==> config.mk <==
export PLATFORM = sky130hd
export DESIGN_NAME = mem_port_arbiter_flat
export DESIGN_NICKNAME = d
export VERILOG_FILES = /design/src/rtl/mem_port_arbiter_if.sv /design/src/rtl/mem_port_arbiter.sv /design/src/flat_wrapper.sv
export SDC_FILE = /design/constraint.sdc
export NUM_CORES = 1
export LEC_CHECK = 0
export ABC_AREA = 1
export ABC_CLOCK_PERIOD_IN_PS = 3800
export CAP_MARGIN = 10
export CORE_UTILIZATION = 40
export DETAILED_ROUTE_END_ITERATION = 12
export PLACE_DENSITY = 0.79
export SKIP_CTS_REPAIR_TIMING = 1
export SLEW_MARGIN = 10
export SYNTH_ARGS = -nofsm -noshare
export SYNTH_HDL_FRONTEND = slang
export SYNTH_SLANG_ARGS = --single-unit
==> constraint.sdc <==
create_clock -name clk -period 3.8 [get_ports clk]
set_clock_uncertainty 0.1 [all_clocks]
set_input_delay 0.57 -clock clk [delete_from_list [all_inputs] [get_ports clk]]
set_output_delay 0.57 -clock clk [all_outputs]
set_load 0.02 [all_outputs]
==> src/rtl/mem_port_arbiter_if.sv <==
// rtl/mem_port_arbiter_if.sv - requester, MMU and status signals of the fetch/data memory port arbiter
interface mem_port_arbiter_if #(
  parameter int ADDRESS_WIDTH = 32,
  parameter int BUS_WIDTH     = 8
) ();
  logic                     fetchReq;
  logic [ADDRESS_WIDTH-1:0] fetchAddr;
  logic                     fetchAck;
  logic [BUS_WIDTH-1:0]     fetchData;

  logic                     dataReq;
  logic [ADDRESS_WIDTH-1:0] dataAddr;
  logic                     dataWe;
  logic [BUS_WIDTH-1:0]     dataWdata;
  logic                     dataAck;
  logic [BUS_WIDTH-1:0]     dataRdata;

  logic                     memReq;
  logic [ADDRESS_WIDTH-1:0] memAddr;
  logic                     memWe;
  logic [BUS_WIDTH-1:0]     memWdata;
  logic [BUS_WIDTH-1:0]     memRdata;
  logic                     memBusy;

  logic                     grantData;
  logic                     error;

  modport master (
    input  fetchReq, fetchAddr,
    output fetchAck, fetchData,
    input  dataReq, dataAddr, dataWe, dataWdata,
    output dataAck, dataRdata,
    output memReq, memAddr, memWe, memWdata,
    input  memRdata, memBusy,
    output grantData, error
  );

  modport slave (
    output fetchReq, fetchAddr,
    input  fetchAck, fetchData,
    output dataReq, dataAddr, dataWe, dataWdata,
    input  dataAck, dataRdata,
    input  memReq, memAddr, memWe, memWdata,
    output memRdata, memBusy,
    input  grantData, error
  );
endinterface

==> src/rtl/mem_port_arbiter.sv <==
// rtl/mem_port_arbiter.sv - round-robin fetch/data arbiter onto the single MMU request/busy port
// Optional watchdog enabled by defining MEM_TIMEOUT_EN.
module mem_port_arbiter #(
  parameter int ADDRESS_WIDTH  = 32,
  parameter int BUS_WIDTH      = 8,
  parameter int TIMEOUT_CYCLES = 16
) (
  input logic               clk,
  input logic               reset,
  mem_port_arbiter_if.master bus
);

  typedef enum logic [1:0] {
    ST_IDLE  = 2'd0,
    ST_ISSUE = 2'd1,
    ST_WAIT  = 2'd2,
    ST_DONE  = 2'd3
  } state_e;

  state_e                   state_q, state_d;
  logic                     last_grant_q, last_grant_d;
  logic                     grant_data_q, grant_data_d;
  logic                     mem_req_q, mem_req_d;
  logic [ADDRESS_WIDTH-1:0] mem_addr_q, mem_addr_d;
  logic                     mem_we_q, mem_we_d;
  logic [BUS_WIDTH-1:0]     mem_wdata_q, mem_wdata_d;
  logic                     fetch_ack_q, fetch_ack_d;
  logic                     data_ack_q, data_ack_d;
  logic [BUS_WIDTH-1:0]     fetch_data_q, fetch_data_d;
  logic [BUS_WIDTH-1:0]     data_rdata_q, data_rdata_d;
  logic                     pick_data;

`ifdef MEM_TIMEOUT_EN
  localparam int CNT_W = $clog2(TIMEOUT_CYCLES + 1);
  logic [CNT_W-1:0] cnt_q, cnt_d, cnt_inc;
  logic             error_q, error_d;
`endif

  // Data wins when it is alone, or on a tie when fetch owned the port last.
  assign pick_data = bus.dataReq && (!bus.fetchReq || !last_grant_q);

  always_ff @(posedge clk or negedge reset) begin
    if (!reset) begin
      state_q      <= ST_IDLE;
      last_grant_q <= 1'b1;
      grant_data_q <= 1'b0;
      mem_req_q    <= 1'b0;
      mem_addr_q   <= '0;
      mem_we_q     <= 1'b0;
      mem_wdata_q  <= '0;
      fetch_ack_q  <= 1'b0;
      data_ack_q   <= 1'b0;
      fetch_data_q <= '0;
      data_rdata_q <= '0;
    end else begin
      state_q      <= state_d;
      last_grant_q <= last_grant_d;
      grant_data_q <= grant_data_d;
      mem_req_q    <= mem_req_d;
      mem_addr_q   <= mem_addr_d;
      mem_we_q     <= mem_we_d;
      mem_wdata_q  <= mem_wdata_d;
      fetch_ack_q  <= fetch_ack_d;
      data_ack_q   <= data_ack_d;
      fetch_data_q <= fetch_data_d;
      data_rdata_q <= data_rdata_d;
    end
  end

`ifdef MEM_TIMEOUT_EN
  always_ff @(posedge clk or negedge reset) begin
    if (!reset) begin
      cnt_q   <= '0;
      error_q <= 1'b0;
    end else begin
      cnt_q   <= cnt_d;
      error_q <= error_d;
    end
  end

  assign cnt_inc = cnt_q + 1'b1;
`endif

  always_comb begin
    state_d      = state_q;
    last_grant_d = last_grant_q;
    grant_data_d = grant_data_q;
    mem_req_d    = mem_req_q;
    mem_addr_d   = mem_addr_q;
    mem_we_d     = mem_we_q;
    mem_wdata_d  = mem_wdata_q;
    fetch_ack_d  = 1'b0;
    data_ack_d   = 1'b0;
    fetch_data_d = fetch_data_q;
    data_rdata_d = data_rdata_q;
`ifdef MEM_TIMEOUT_EN
    cnt_d        = cnt_q;
    error_d      = error_q;
`endif

    unique case (state_q)
      ST_IDLE: begin
        if (!bus.memBusy && (bus.fetchReq || bus.dataReq)) begin
          mem_req_d    = 1'b1;
          grant_data_d = pick_data;
          last_grant_d = pick_data;
          state_d      = ST_ISSUE;
          if (pick_data) begin
            mem_addr_d  = bus.dataAddr;
            mem_we_d    = bus.dataWe;
            mem_wdata_d = bus.dataWdata;
          end else begin
            mem_addr_d  = bus.fetchAddr;
            mem_we_d    = 1'b0;
          end
`ifdef MEM_TIMEOUT_EN
          cnt_d = '0;
`endif
        end
      end
      ST_ISSUE: begin
        if (bus.memBusy) begin
          mem_req_d = 1'b0;
          state_d   = ST_WAIT;
        end
      end
      ST_WAIT: begin
        if (!bus.memBusy) begin
          if (!mem_we_q) begin
            if (grant_data_q) data_rdata_d = bus.memRdata;
            else              fetch_data_d = bus.memRdata;
          end
          mem_we_d = 1'b0;
          if (grant_data_q) data_ack_d  = 1'b1;
          else              fetch_ack_d = 1'b1;
          state_d = ST_DONE;
        end
      end
      ST_DONE: begin
        state_d = ST_IDLE;
      end
      default: begin
        state_d = ST_IDLE;
      end
    endcase

`ifdef MEM_TIMEOUT_EN
    // A normal completion on the same edge takes precedence over the watchdog.
    if ((state_q == ST_ISSUE || state_q == ST_WAIT) && state_d != ST_DONE) begin
      cnt_d = cnt_inc;
      if (cnt_inc == CNT_W'(TIMEOUT_CYCLES)) begin
        mem_req_d = 1'b0;
        mem_we_d  = 1'b0;
        error_d   = 1'b1;
        state_d   = ST_DONE;
        if (grant_data_q) begin
          data_ack_d = 1'b1;
          if (!mem_we_q) data_rdata_d = '1;
        end else begin
          fetch_ack_d  = 1'b1;
          fetch_data_d = '1;
        end
      end
    end
`endif
  end

  assign bus.memReq    = mem_req_q;
  assign bus.memAddr   = mem_addr_q;
  assign bus.memWe     = mem_we_q;
  assign bus.memWdata  = mem_wdata_q;
  assign bus.fetchAck  = fetch_ack_q;
  assign bus.fetchData = fetch_data_q;
  assign bus.dataAck   = data_ack_q;
  assign bus.dataRdata = data_rdata_q;
  assign bus.grantData = grant_data_q;
`ifdef MEM_TIMEOUT_EN
  assign bus.error     = error_q;
`else
  assign bus.error     = 1'b0;
`endif

endmodule

==> src/flat_wrapper.sv <==
// flat-port wrapper written by rule: the top's interface ports become plain ports
module mem_port_arbiter_flat 
#(
  parameter int ADDRESS_WIDTH  = 32,
  parameter int BUS_WIDTH      = 8,
  parameter int TIMEOUT_CYCLES = 16
)
  (clk, reset, bus_fetchReq, bus_fetchAddr, bus_fetchAck, bus_fetchData, bus_dataReq, bus_dataAddr, bus_dataWe, bus_dataWdata, bus_dataAck, bus_dataRdata, bus_memReq, bus_memAddr, bus_memWe, bus_memWdata, bus_memRdata, bus_memBusy, bus_grantData, bus_error);
  mem_port_arbiter_if #(.ADDRESS_WIDTH(ADDRESS_WIDTH), .BUS_WIDTH(BUS_WIDTH)) bus_i ();
  input logic clk;
  input logic reset;
  input wire logic [$bits(bus_i.fetchReq)-1:0] bus_fetchReq;
  input wire logic [$bits(bus_i.fetchAddr)-1:0] bus_fetchAddr;
  output wire logic [$bits(bus_i.fetchAck)-1:0] bus_fetchAck;
  output wire logic [$bits(bus_i.fetchData)-1:0] bus_fetchData;
  input wire logic [$bits(bus_i.dataReq)-1:0] bus_dataReq;
  input wire logic [$bits(bus_i.dataAddr)-1:0] bus_dataAddr;
  input wire logic [$bits(bus_i.dataWe)-1:0] bus_dataWe;
  input wire logic [$bits(bus_i.dataWdata)-1:0] bus_dataWdata;
  output wire logic [$bits(bus_i.dataAck)-1:0] bus_dataAck;
  output wire logic [$bits(bus_i.dataRdata)-1:0] bus_dataRdata;
  output wire logic [$bits(bus_i.memReq)-1:0] bus_memReq;
  output wire logic [$bits(bus_i.memAddr)-1:0] bus_memAddr;
  output wire logic [$bits(bus_i.memWe)-1:0] bus_memWe;
  output wire logic [$bits(bus_i.memWdata)-1:0] bus_memWdata;
  input wire logic [$bits(bus_i.memRdata)-1:0] bus_memRdata;
  input wire logic [$bits(bus_i.memBusy)-1:0] bus_memBusy;
  output wire logic [$bits(bus_i.grantData)-1:0] bus_grantData;
  output wire logic [$bits(bus_i.error)-1:0] bus_error;
  assign bus_i.fetchReq = bus_fetchReq;
  assign bus_i.fetchAddr = bus_fetchAddr;
  assign bus_fetchAck = bus_i.fetchAck;
  assign bus_fetchData = bus_i.fetchData;
  assign bus_i.dataReq = bus_dataReq;
  assign bus_i.dataAddr = bus_dataAddr;
  assign bus_i.dataWe = bus_dataWe;
  assign bus_i.dataWdata = bus_dataWdata;
  assign bus_dataAck = bus_i.dataAck;
  assign bus_dataRdata = bus_i.dataRdata;
  assign bus_memReq = bus_i.memReq;
  assign bus_memAddr = bus_i.memAddr;
  assign bus_memWe = bus_i.memWe;
  assign bus_memWdata = bus_i.memWdata;
  assign bus_i.memRdata = bus_memRdata;
  assign bus_i.memBusy = bus_memBusy;
  assign bus_grantData = bus_i.grantData;
  assign bus_error = bus_i.error;
  mem_port_arbiter #(.ADDRESS_WIDTH(ADDRESS_WIDTH), .BUS_WIDTH(BUS_WIDTH), .TIMEOUT_CYCLES(TIMEOUT_CYCLES)) u_core (.clk(clk), .reset(reset), .bus(bus_i));
endmodule
* After elaboration in Yosys (flattened, before gate mapping)
Cells that the tools add are included.
** Word-level totals
- Register bits after elaboration :: 64
- Bits in latches :: 0
- Bits in writable memories :: 0
- Bits in read-only memories :: 0
- Bits of input ports :: 86
- Output and inout port bits :: 62
- Logic and storage cells :: 55
- Memories kept :: 0
** Operators by class
- $add $sub $neg :: 0
- Multipliers :: 0
- Div/mod/pow operators :: 0
- Order comparisons :: 0
- Equal/unequal tests :: 6
- Shifts and indexed selects :: 0
- Mux-type cells :: 18
- Bitwise operators :: 3
- Reduce and logical (&&, ||, !) cells :: 17
** Operators with widths (count)
- $mux W32 :: 1
- $reduce_and A3 Y1 :: 4
- $mux W1 :: 11
- $pmux W2 S4 :: 1
- $reduce_and A4 Y1 :: 2
- $mux W2 :: 3
- $eq A2 B2 Y1 const B :: 2
- $ne A2 B2 Y1 const B :: 2
- $pmux W1 S2 :: 2
- $reduce_bool A2 Y1 :: 2
- $logic_not A1 Y1 :: 3
- $not A1 Y1 :: 3
- $eq A2 B1 Y1 const B :: 1
- $logic_and A1 B1 Y1 :: 2
- $logic_not A2 Y1 :: 1
- $logic_or A1 B1 Y1 :: 2
- $ne A2 B1 Y1 const B :: 1
- $reduce_and A2 Y1 :: 1

* Depth between registers and ports, before layout
Gate-level depths: netlist of the first run.
- Word-level depth :: 6
- Mapped depth :: 10
- Mapped depth without buffers :: 9

* Worst setup path after synthesis of the first run
Ideal clock, no wire load.
- Path type :: reg-to-reg
- Start point :: register u_core.state_q[0]
- End point :: register u_core.fetch_data_q[5] (netlist: u_core.bus.fetchData[5])
- Library setup time :: 0.118 ns
- Arrival time :: 1.255 ns
- Required time :: 3.582 ns
- Path slack :: 2.327 ns
- Stages on the path, launching flop included :: 11
- Path buffers :: 1
- Period minus slack after synthesis :: 1.473 ns
- Cells stage by stage :: dfrtp_1 inv_1 ha_1 inv_1 nor2_2 inv_2 nor2_4 nand2_4 buf_6 nand2_2 o21ai_2
** Between the ends
- Word-level cells in the longest chain between the ends :: 2
** Ends and longest elaborated chain
- start: declaration :: RTL line mem_port_arbiter.sv:20 : state_e state_q, state_d;
- start signal: assignment :: RTL line mem_port_arbiter.sv:56 : state_q <= state_d;
- $eq A2 B2 Y1 :: RTL line mem_port_arbiter.sv:101 : unique case (state_q)
- $reduce_and A4 Y1 (no line)
- end signal: assignment :: RTL line mem_port_arbiter.sv:65 : fetch_data_q <= fetch_data_d;
- end: declaration :: RTL line mem_port_arbiter.sv:29 : logic [BUS_WIDTH-1:0] fetch_data_q, fetch_data_d;
No other way between the ends.
A chain may end at the register's enable or synchronous reset.

* Final worst setup path of the first run
- Start point :: input bus_dataReq
- End point :: register u_core.mem_wdata_q[7] (netlist: u_core.bus.memWdata[7])
** Between the ends
- Word-level cells in the longest chain between the ends :: 3
- Elaborated cells between the ends (all ways) :: 4
- Those cells by class :: 4 x reduce/logical
** Ends and longest elaborated chain
- start: declaration :: RTL line flat_wrapper.sv:16 : input wire logic [$bits(bus_i.dataReq)-1:0] bus_dataReq;
- $logic_or A1 B1 Y1 :: RTL line mem_port_arbiter.sv:103 : if (!bus.memBusy && (bus.fetchReq || bus.dataReq)) begin
- $logic_and A1 B1 Y1 :: RTL line mem_port_arbiter.sv:103
- $reduce_and A3 Y1 (no line) (*)
- end signal: assignment :: RTL line mem_port_arbiter.sv:62 : mem_wdata_q <= mem_wdata_d;
- end: declaration :: RTL line mem_port_arbiter.sv:26 : logic [BUS_WIDTH-1:0] mem_wdata_q, mem_wdata_d;
Every way passes the cells marked *; elsewhere a longest branch is shown, timed or not.

==> metrics.txt, run 1 <==
outcome=completed; Setup TNS=0 ns; # setup viols final=0; internal power=2130 uW; DR WL/cell=12.2 um; CTS root buf=clkbuf_8; die area=0.00811 mm^2; Clock Latency Late Sink=0.33 ns; Critical Path Source=bus_dataReq; Seq/Total Area, Yosys=51.7%; RSZ-0062 raised after global routing=false; initial core utilization=42.1%; Mapped Nets=481; most frequent cells in the layout=nand2_1 (233), clkdlybuf4s50_1 (145), dfrtp_1 (63); vias per cell=4.52; maximum VDD drop=0.327 mV; FF/Latch Area=0.00160 mm^2; first-pass GRT wire length=13200 um; core box area=0.00737 mm^2; Area after DPL=0.00457 mm^2; Tcrit/Tclk final=62.2%; Setup CP Type=in2reg; main combinational cell family by area after synthesis=simple AND/OR/NAND/NOR gates; Post-Synth XOR/XNOR Area=0%; CTS Sinks=64; grt ovf=0; Cells after DPL=621; hold crit path type=in2async; Syn Area/Cell=7.93 um^2; Final Max Slew Viols=0; Inserted Diodes=0; critical path fanouts, max=43; fin nets=623; Pre-antenna DRT Iters=4; Lkg Pwr=0.00242 uW; mux share of post-synthesis cell area=0%; fin crit period=2.36 ns; register share of total power=33.5%; Iter 0 DRT Violations=112; Max Cap Viol=0; H-tree depth=3; pin count of the biggest net entering global routing=44; placed wire-length estimate=5620 um; Die H=90.0 um; Filler cells=612; pre-CTS setup slack=1.07 ns; Compound-Gate Fraction of Synth Area=5.49%; setup slack after layout=1.44 ns; sw power=1380 uW; CTS tree=yes; r2r startpoint=u_core.state_q[0]; Worst Path Required=3.93 ns; # rows=31; Synth Instances=391; Final Wtd Congestion=0.754; Synth Area in Simple Gates=34.2%; layout cells sized above 1=9.67%; Worst-path clk slew=0.07 ns; Final Util=64.7%; most common cell after layout, fill and taps aside=nand2_1; detailed-route via count=2877; fin cells=637; Combinational Power Share=49.9%; Final Hold Viols=0; DRC viols=0; post-synthesis adder-cell area fraction=1.61%; Worst EP arrival=2.49 ns; fmax=0.423 GHz; cts bufs inserted=9; final WL=7770 um; Critical Path Source Type=input port; max_slew headroom=38.7%; Clock Path Buffers=2; synth unique cells=23; Total GRT Usage=20.1%; Post-Syn Area=0.00310 mm^2; register bit total from synthesis=64; multi-input combinational cell area=0.00128 mm^2; sw frac=39.3%; synthesis-to-layout area growth=53.8%; Setup crit end kind=register; Slew @ Worst Pin=0.919 ns; antenna violations before repair=0; Yosys warning count=0; DRT antenna net count=0; final instance area=0.00477 mm^2; # port buffers=146; Power Dens Cells=736 mW/mm^2; clock power share=16.6%; number of global-route vias before repair=2886; IO Count=148; die width=90.0 um
metal layers:
| metal | track usage, % | part of all wire [%] |
|---|---|---|
| met5 | 0 | 0 |
| met3 | 5.33 | 7.9 |
| met2 | 33.5 | 47 |
| met1 | 24.5 | 43 |
| met4 | 8.60 | 1.7 |
sequential cells by signal, summed over array words and instances (netlist names):
register and count:
u_core.bus.memWdata 8, u_core.bus.dataRdata 8, u_core.bus.dataAck 1, u_core.bus.fetchData 8
u_core.last_grant_q 1, u_core.bus.memWe 1, u_core.bus.grantData 1, u_core.bus.memAddr 32
u_core.bus.memReq 1, u_core.bus.fetchAck 1, u_core.state_q 2
layout make-up:
class | instances | share of cell area [%]
Sequential cell | 64 | 33.6
Timing Repair Buffer | 148 | 30.8
Multi-Input combinational cell | 287 | 26.9
Clock buffer | 13 | 3.33
Tap cell | 99 | 2.60
Inverter | 23 | 1.86
Clock inverter | 3 | 0.839
logic make-up after synthesis:
kind of cell,after synthesis
buffers and inverters,40
DFF,64
other,1
and+or+nand+nor,260
AOI/OAI and AO/OA,22
adders and majority gates,4
critical path, cell delays in order:
cell and delay (ns):
clkdlybuf4s50_1 0.54, inv_1 0.07, nand2_2 0.07, nand3_4 0.33, inv_4 0.47, nand2_2 0.23
nand2_1 0.13, nand2_1 0.05
Yosys cell counts (all sizes together):
cell	instances	area (um^2)
nand2	242	941
dfrtp	63	1580
inv	23	88.8
or2	1	6.26
conb	1	3.75
nand4	2	12.5
buf	17	125
nor2	4	32.5
nand3	11	67.6
o21ai	20	160
a21oi	2	10.0
ha	4	50.1
dfstp	1	26.3
metrics by stage:
step | total power [uW] | hold slack, ns
floorplan | 2140 | 0.174
global placement | 2910 | 0.362
detailed placement | 2950 | 0.365
CTS | 3550 | 0.289
global route | 3750 | 0.336
finish | 3510 | 0.265
final timing paths:
kind                                                end  slack [ns]  depth (start not counted)
worst max-delay path             u_core.bus.memWdata[7]        1.44                          8
worst min-delay path            u_core.bus.dataRdata[2]        0.27                          1
worst max register to register   u_core.bus.memWdata[7]        1.51                          7
worst min register to register   u_core.bus.memAddr[10]        0.38                          2
max in group asynchronous        u_core.bus.memAddr[12]        2.47                          2
min in group clk                 u_core.bus.memAddr[10]        0.38                          2
power by group through the flow:
stage	registers, uW	logic [uW]	clock network (uW)
2_1_floorplan	1520	613	0
3_3_place_gp	1180	1730	0
3_5_place_dp	1180	1770	0
4_1_cts	1180	1770	598
5_1_grt	1220	1910	629
6_report	1180	1750	584
(Power assumes the default switching activity.)
==> run 2, diff against run 1 <==
Settings changed: ABC_CLOCK_PERIOD_IN_PS 3800 to 2300.
Clock period 3.8 ns to 2.3 ns, I/O delays scaled along.
==> metrics.txt, run 2 (synthesized netlist as in run 1, its figures left out) <==
final WL=7850 um (was 7770 um); most common cell after layout, fill and taps aside=nand2_1 (unchanged); die width=90.0 um (unchanged); r2r setup slk=0.54 ns (was 1.51 ns); Clock Latency Late Sink=0.33 ns (about the same); Tcrit/Tclk final=80.9%; Crit path max-delay family=buffers and inverters (unchanged); Worst-path clk slew=0.07 ns (about the same); maximum VDD drop=0.486 mV (was 0.327 mV); max reg flops=32 (unchanged); outcome=completed (unchanged); DRT antenna net count=0 (unchanged); hold crit path type=reg2reg (was in2async); grt ovf=0 (unchanged); Critical Path Source Type=register (was input port); # port buffers=146 (unchanged); Slew @ Worst Pin=0.671 ns (was 0.919 ns); Lkg Pwr=0.00246 uW (was 0.00242 uW); # setup viols final=0 (unchanged); initial core utilization=42.1% (unchanged); IO Count=148 (unchanged); most frequent cells in the layout=nand2_1 (233), clkdlybuf4s50_1 (145), dfrtp_1 (63) (unchanged); fin nets=628 (was 623); critical path fanouts, max=3 (was 43); die area=0.00811 mm^2 (unchanged); number of global-route vias before repair=2919 (was 2886); CP cell instances=clkdlybuf4s50_1 (was clkdlybuf4s50_1 -> inv_1 -> nand2_2 -> nand3_4 -> inv_4 -> nand2_2 -> nand2_1 -> nand2_1); Die H=90.0 um (unchanged); placed wire-length estimate=5770 um (was 5620 um); DR WL/cell=12.2 um (about the same); # rows=31 (unchanged); Clock Path Buffers=2 (unchanged); layout cells sized above 1=10.7% (was 9.67%); CTS root buf=clkbuf_8 (unchanged); Final Max Slew Viols=0 (unchanged); Final Util=66.1% (was 64.7%); Final Hold Viols=0 (unchanged); core box area=0.00737 mm^2 (unchanged); Iter 0 DRT Violations=71 (was 112); CTS tree=yes (unchanged); CTS Sinks=64 (unchanged); Inserted Diodes=0 (unchanged); Setup crit end kind=output pin (was register); Setup CP Type=reg2out (was in2reg); vias per cell=4.50 (was 4.52); cts bufs inserted=9 (unchanged); Final Wtd Congestion=0.790 (was 0.754); first-pass GRT wire length=13100 um (was 13200 um); Power Dens Cells=1240 mW/mm^2 (was 736 mW/mm^2); antenna violations before repair=0 (unchanged); RSZ-0062 raised after global routing=false (unchanged); Pre-antenna DRT Iters=6 (was 4); Worst path max stage delay=0.66 ns (was 0.54 ns); WP buf/inv=1 (was 3); Worst EP arrival=1.42 ns (was 2.49 ns); Max Cap Viol=0 (unchanged); H-tree depth=3 (unchanged); Slowest-stage cell, CP=clkdlybuf4s50_1 (unchanged); fin crit period=1.86 ns; pin count of the biggest net entering global routing=36 (was 44); max_slew headroom=55.3% (was 38.7%); detailed-route via count=2889 (was 2877); synthesis-to-layout area growth=57.2% (was 53.8%); Total GRT Usage=20.0% (was 20.1%); DRC viols=0 (unchanged); Setup TNS=0 ns (unchanged); fmax=0.538 GHz; Worst Path Required=1.86 ns (was 3.93 ns)
[run 2: cell types whose count changed in the layout (fill, tap and decap cells not counted), moves of 2 or more]
| cell | change |
|---|---|
| buf_4 | +3 |
| bufinv_16 | +2 |
| clkbuf_1 | -2 |
| clkinv_2 | -2 |
| clkinvlp_4 | +2 |
[run 2: layer usage]
layer	up-vias	GRT usage, %	wire length, um
met4	0	7.26	127
met1	1303	23.1	3530
li1	1478	-	-
met5	-	0	0
met3	13	5.08	467
met2	95	35.6	3720
[run 2: worst paths after layout]
check,endpoint,from,cells after the start
max,bus_grantData,u_core.bus.grantData,1
max in group asynchronous,u_core.last_grant_q,reset,3
min reg2reg,u_core.bus.memAddr[30],u_core.bus.memAddr[30],2
min,u_core.bus.memAddr[30],u_core.bus.memAddr[30],2
min in group asynchronous,u_core.bus.dataRdata[0],reset,2
max reg2reg,u_core.bus.memWdata[3],u_core.state_q[1],7
[run 2: final cells by class]
| cell class | instances | area, um^2 |
|---|---|---|
| clock buffers | 10 | 138 |
| clock inverters | 6 | 114 |
| fillers | 638 | 2490 |
| inverters | 23 | 88.8 |
| multi-input cells | 287 | 1280 |
| flip-flops and latches | 64 | 1600 |
| well taps | 99 | 124 |
| repair buffers | 153 | 1520 |
[run 2: power by group]
| group | total (uW) | leakage (uW) | internal [uW] | switching [uW] |
|---|---|---|---|---|
| Sequential | 1940 | 0.000807 | 1640 | 300 |
| Clock | 1190 | 0.000119 | 753 | 435 |
| Combinational | 2910 | 0.00154 | 1350 | 1570 |
[run 2: metrics by stage]
stage / power [uW] / worst slack [ns] / hold WS [ns] / cells / area [um^2]
after floorplan: 3530 / 0.827 / -0.0506 / 391 / 3100
after global placement: 4830 / 0.403 / 0.311 / 625 / 4610
after detailed placement: 4890 / 0.311 / 0.329 / 625 / 4610
after CTS: 6100 / 0.421 / -0.0454 / 641 / 4860
after global routing: 6430 / 0.370 / 0.406 / 642 / 4870
final: 6040 / 0.440 / 0.378 / 642 / 4870
==> run 3, diff against run 2 <==
Settings changed: ABC_CLOCK_PERIOD_IN_PS 2300 to 1900.
Clock period 2.3 ns to 1.9 ns, I/O delays scaled along.
==> metrics.txt, run 3 (synthesized netlist as in run 1, its figures left out) <==
outcome=completed (unchanged); # setup viols final=0 (unchanged); FF/Latch Area=0.00160 mm^2 (unchanged); most common cell after layout, fill and taps aside=nand2_1 (unchanged); DR WL/cell=12.0 um (was 12.2 um); cts bufs inserted=9 (unchanged); Final Max Slew Viols=0 (unchanged); maximum VDD drop=0.654 mV (was 0.486 mV); number of cells on the critical path=1 (unchanged); Worst Path Required=1.51 ns (was 1.86 ns); Tcrit/Tclk final=94.2%; clock power share=16.7% (was 19.7%); multi-input combinational cell area=0.00128 mm^2 (unchanged); CP cell instances=clkdlybuf4s50_1 (unchanged); fin cells=644 (was 642); fin nets=631 (was 628); Worst-path clk slew=0.07 ns (about the same); Power Dens Cells=1460 mW/mm^2 (was 1240 mW/mm^2); Final Wtd Congestion=0.826 (was 0.790); max reg flops=32 (unchanged); CTS tree=yes (unchanged); final WL=7720 um (was 7850 um); Worst path max stage delay=0.65 ns (was 0.66 ns); initial core utilization=42.1% (unchanged); DRT antenna net count=0 (unchanged); sw power=2750 uW (was 2300 uW); Critical Path Source Type=register (unchanged); number of global-route vias before repair=2894 (was 2919); hold crit path type=in2async (was reg2reg); Die H=90.0 um (unchanged); Max Cap Viol=0 (unchanged); most frequent cells in the layout=nand2_1 (233), clkdlybuf4s50_1 (145), dfrtp_1 (63) (unchanged); placed wire-length estimate=5760 um (was 5770 um); pin count of the biggest net entering global routing=65 (was 36); total power=7110 uW (was 6040 uW); register share of total power=33.1% (was 32.1%); Setup TNS=0 ns (unchanged); synthesis-to-layout area growth=57.3% (was 57.2%); CTS root buf=clkbuf_8 (unchanged); grt ovf=0 (unchanged); Crit path max-delay family=buffers and inverters (unchanged); critical path fanouts, max=3 (unchanged); IO Count=148 (unchanged); Lkg Pwr=0.00247 uW (was 0.00246 uW); die area=0.00811 mm^2 (unchanged); RSZ-0062 raised after global routing=false (unchanged); Clock Latency Late Sink=0.33 ns (about the same); # port buffers=146 (unchanged); core box area=0.00737 mm^2 (unchanged); detailed-route via count=2902 (was 2889); fmax=0.559 GHz; fin crit period=1.79 ns; Cells after DPL=628 (was 625); layout cells sized above 1=10.8% (was 10.7%); Inserted Diodes=0 (unchanged); Setup crit end kind=output pin (unchanged); Iter 0 DRT Violations=102 (was 71); first-pass GRT wire length=13100 um (unchanged); Clock Path Buffers=2 (unchanged); Worst EP arrival=1.41 ns (was 1.42 ns); CTS Sinks=64 (unchanged); WP buf/inv=1 (unchanged); Worst Reg-to-Reg Cells=7 (unchanged); # rows=31 (unchanged); Setup CP Type=reg2out (unchanged); Filler cells=621 (was 638); Slowest-stage cell, CP=clkdlybuf4s50_1 (unchanged); die width=90.0 um (unchanged); internal power=4370 uW (was 3740 uW); Final Hold Viols=0 (unchanged); Pre-antenna DRT Iters=4 (was 6); antenna violations before repair=0 (unchanged); vias per cell=4.51 (was 4.50); Total GRT Usage=20.1% (was 20.0%); Combinational Power Share=50.2% (was 48.2%); DRC viols=0 (unchanged); H-tree depth=3 (unchanged); sw frac=38.6% (was 38.1%)
[run 3: tightest hold or removal path: stages]
cell           delay [ns]
dlygate4sd3_1        0.53
buf_2                0.12
buf_12               0.27
[run 3: power by group through the flow]
stage | Clock, uW | Sequential (uW) | Combinational, uW
finish | 1190 | 2350 | 3570
global route | 1280 | 2430 | 3910
CTS | 1220 | 2360 | 3620
detailed placement | 0 | 2360 | 3610
global placement | 0 | 2350 | 3540
floorplan | 0 | 3050 | 1230
[run 3: path summary, 6_finish.rpt]
kind	slack (ns)	startpoint	to
max in group asynchronous	0.97	reset	u_core.last_grant_q
hold reg to reg	0.38	u_core.bus.memAddr[11]	u_core.bus.memAddr[11]
hold / removal	0.37	reset	u_core.bus.fetchData[2]
setup / recovery	0.11	u_core.bus.grantData	bus_grantData
setup reg to reg	0.28	u_core.state_q[0]	u_core.bus.memWdata[3]
min in group clk	0.38	u_core.bus.memAddr[11]	u_core.bus.memAddr[11]
[run 3: through the flow]
step           instance area (um^2)  worst slack [ns]  hold slack, ns  util, %
2_1_floorplan                  3100             0.427          -0.111        -
3_3_place_gp                   4660             0.173           0.221     63.2
3_5_place_dp                   4660             0.115           0.223     63.2
4_1_cts                        4870            0.0728          -0.145     66.0
5_1_grt                        4880            0.0508           0.400     66.2
6_report                       4880             0.110           0.372     66.2
[run 3: cell type report]
class	instances	area share, %
clock buffers	13	3.46
flip-flops and latches	64	32.9
clock inverters	2	0.770
inverters	23	1.82
well taps	99	2.54
repair buffers	156	32.2
multi-input cells	287	26.3
[run 3: per-layer routing]
layer,wire length (um),part of all wire [%],GRT usage (%),up-vias
met4,117,1.5,8.06,0
met2,3700,48,34.7,102
met5,0,0,0,-
met3,480,6.2,4.48,11
li1,-,-,-,1484
met1,3420,44,24.4,1305
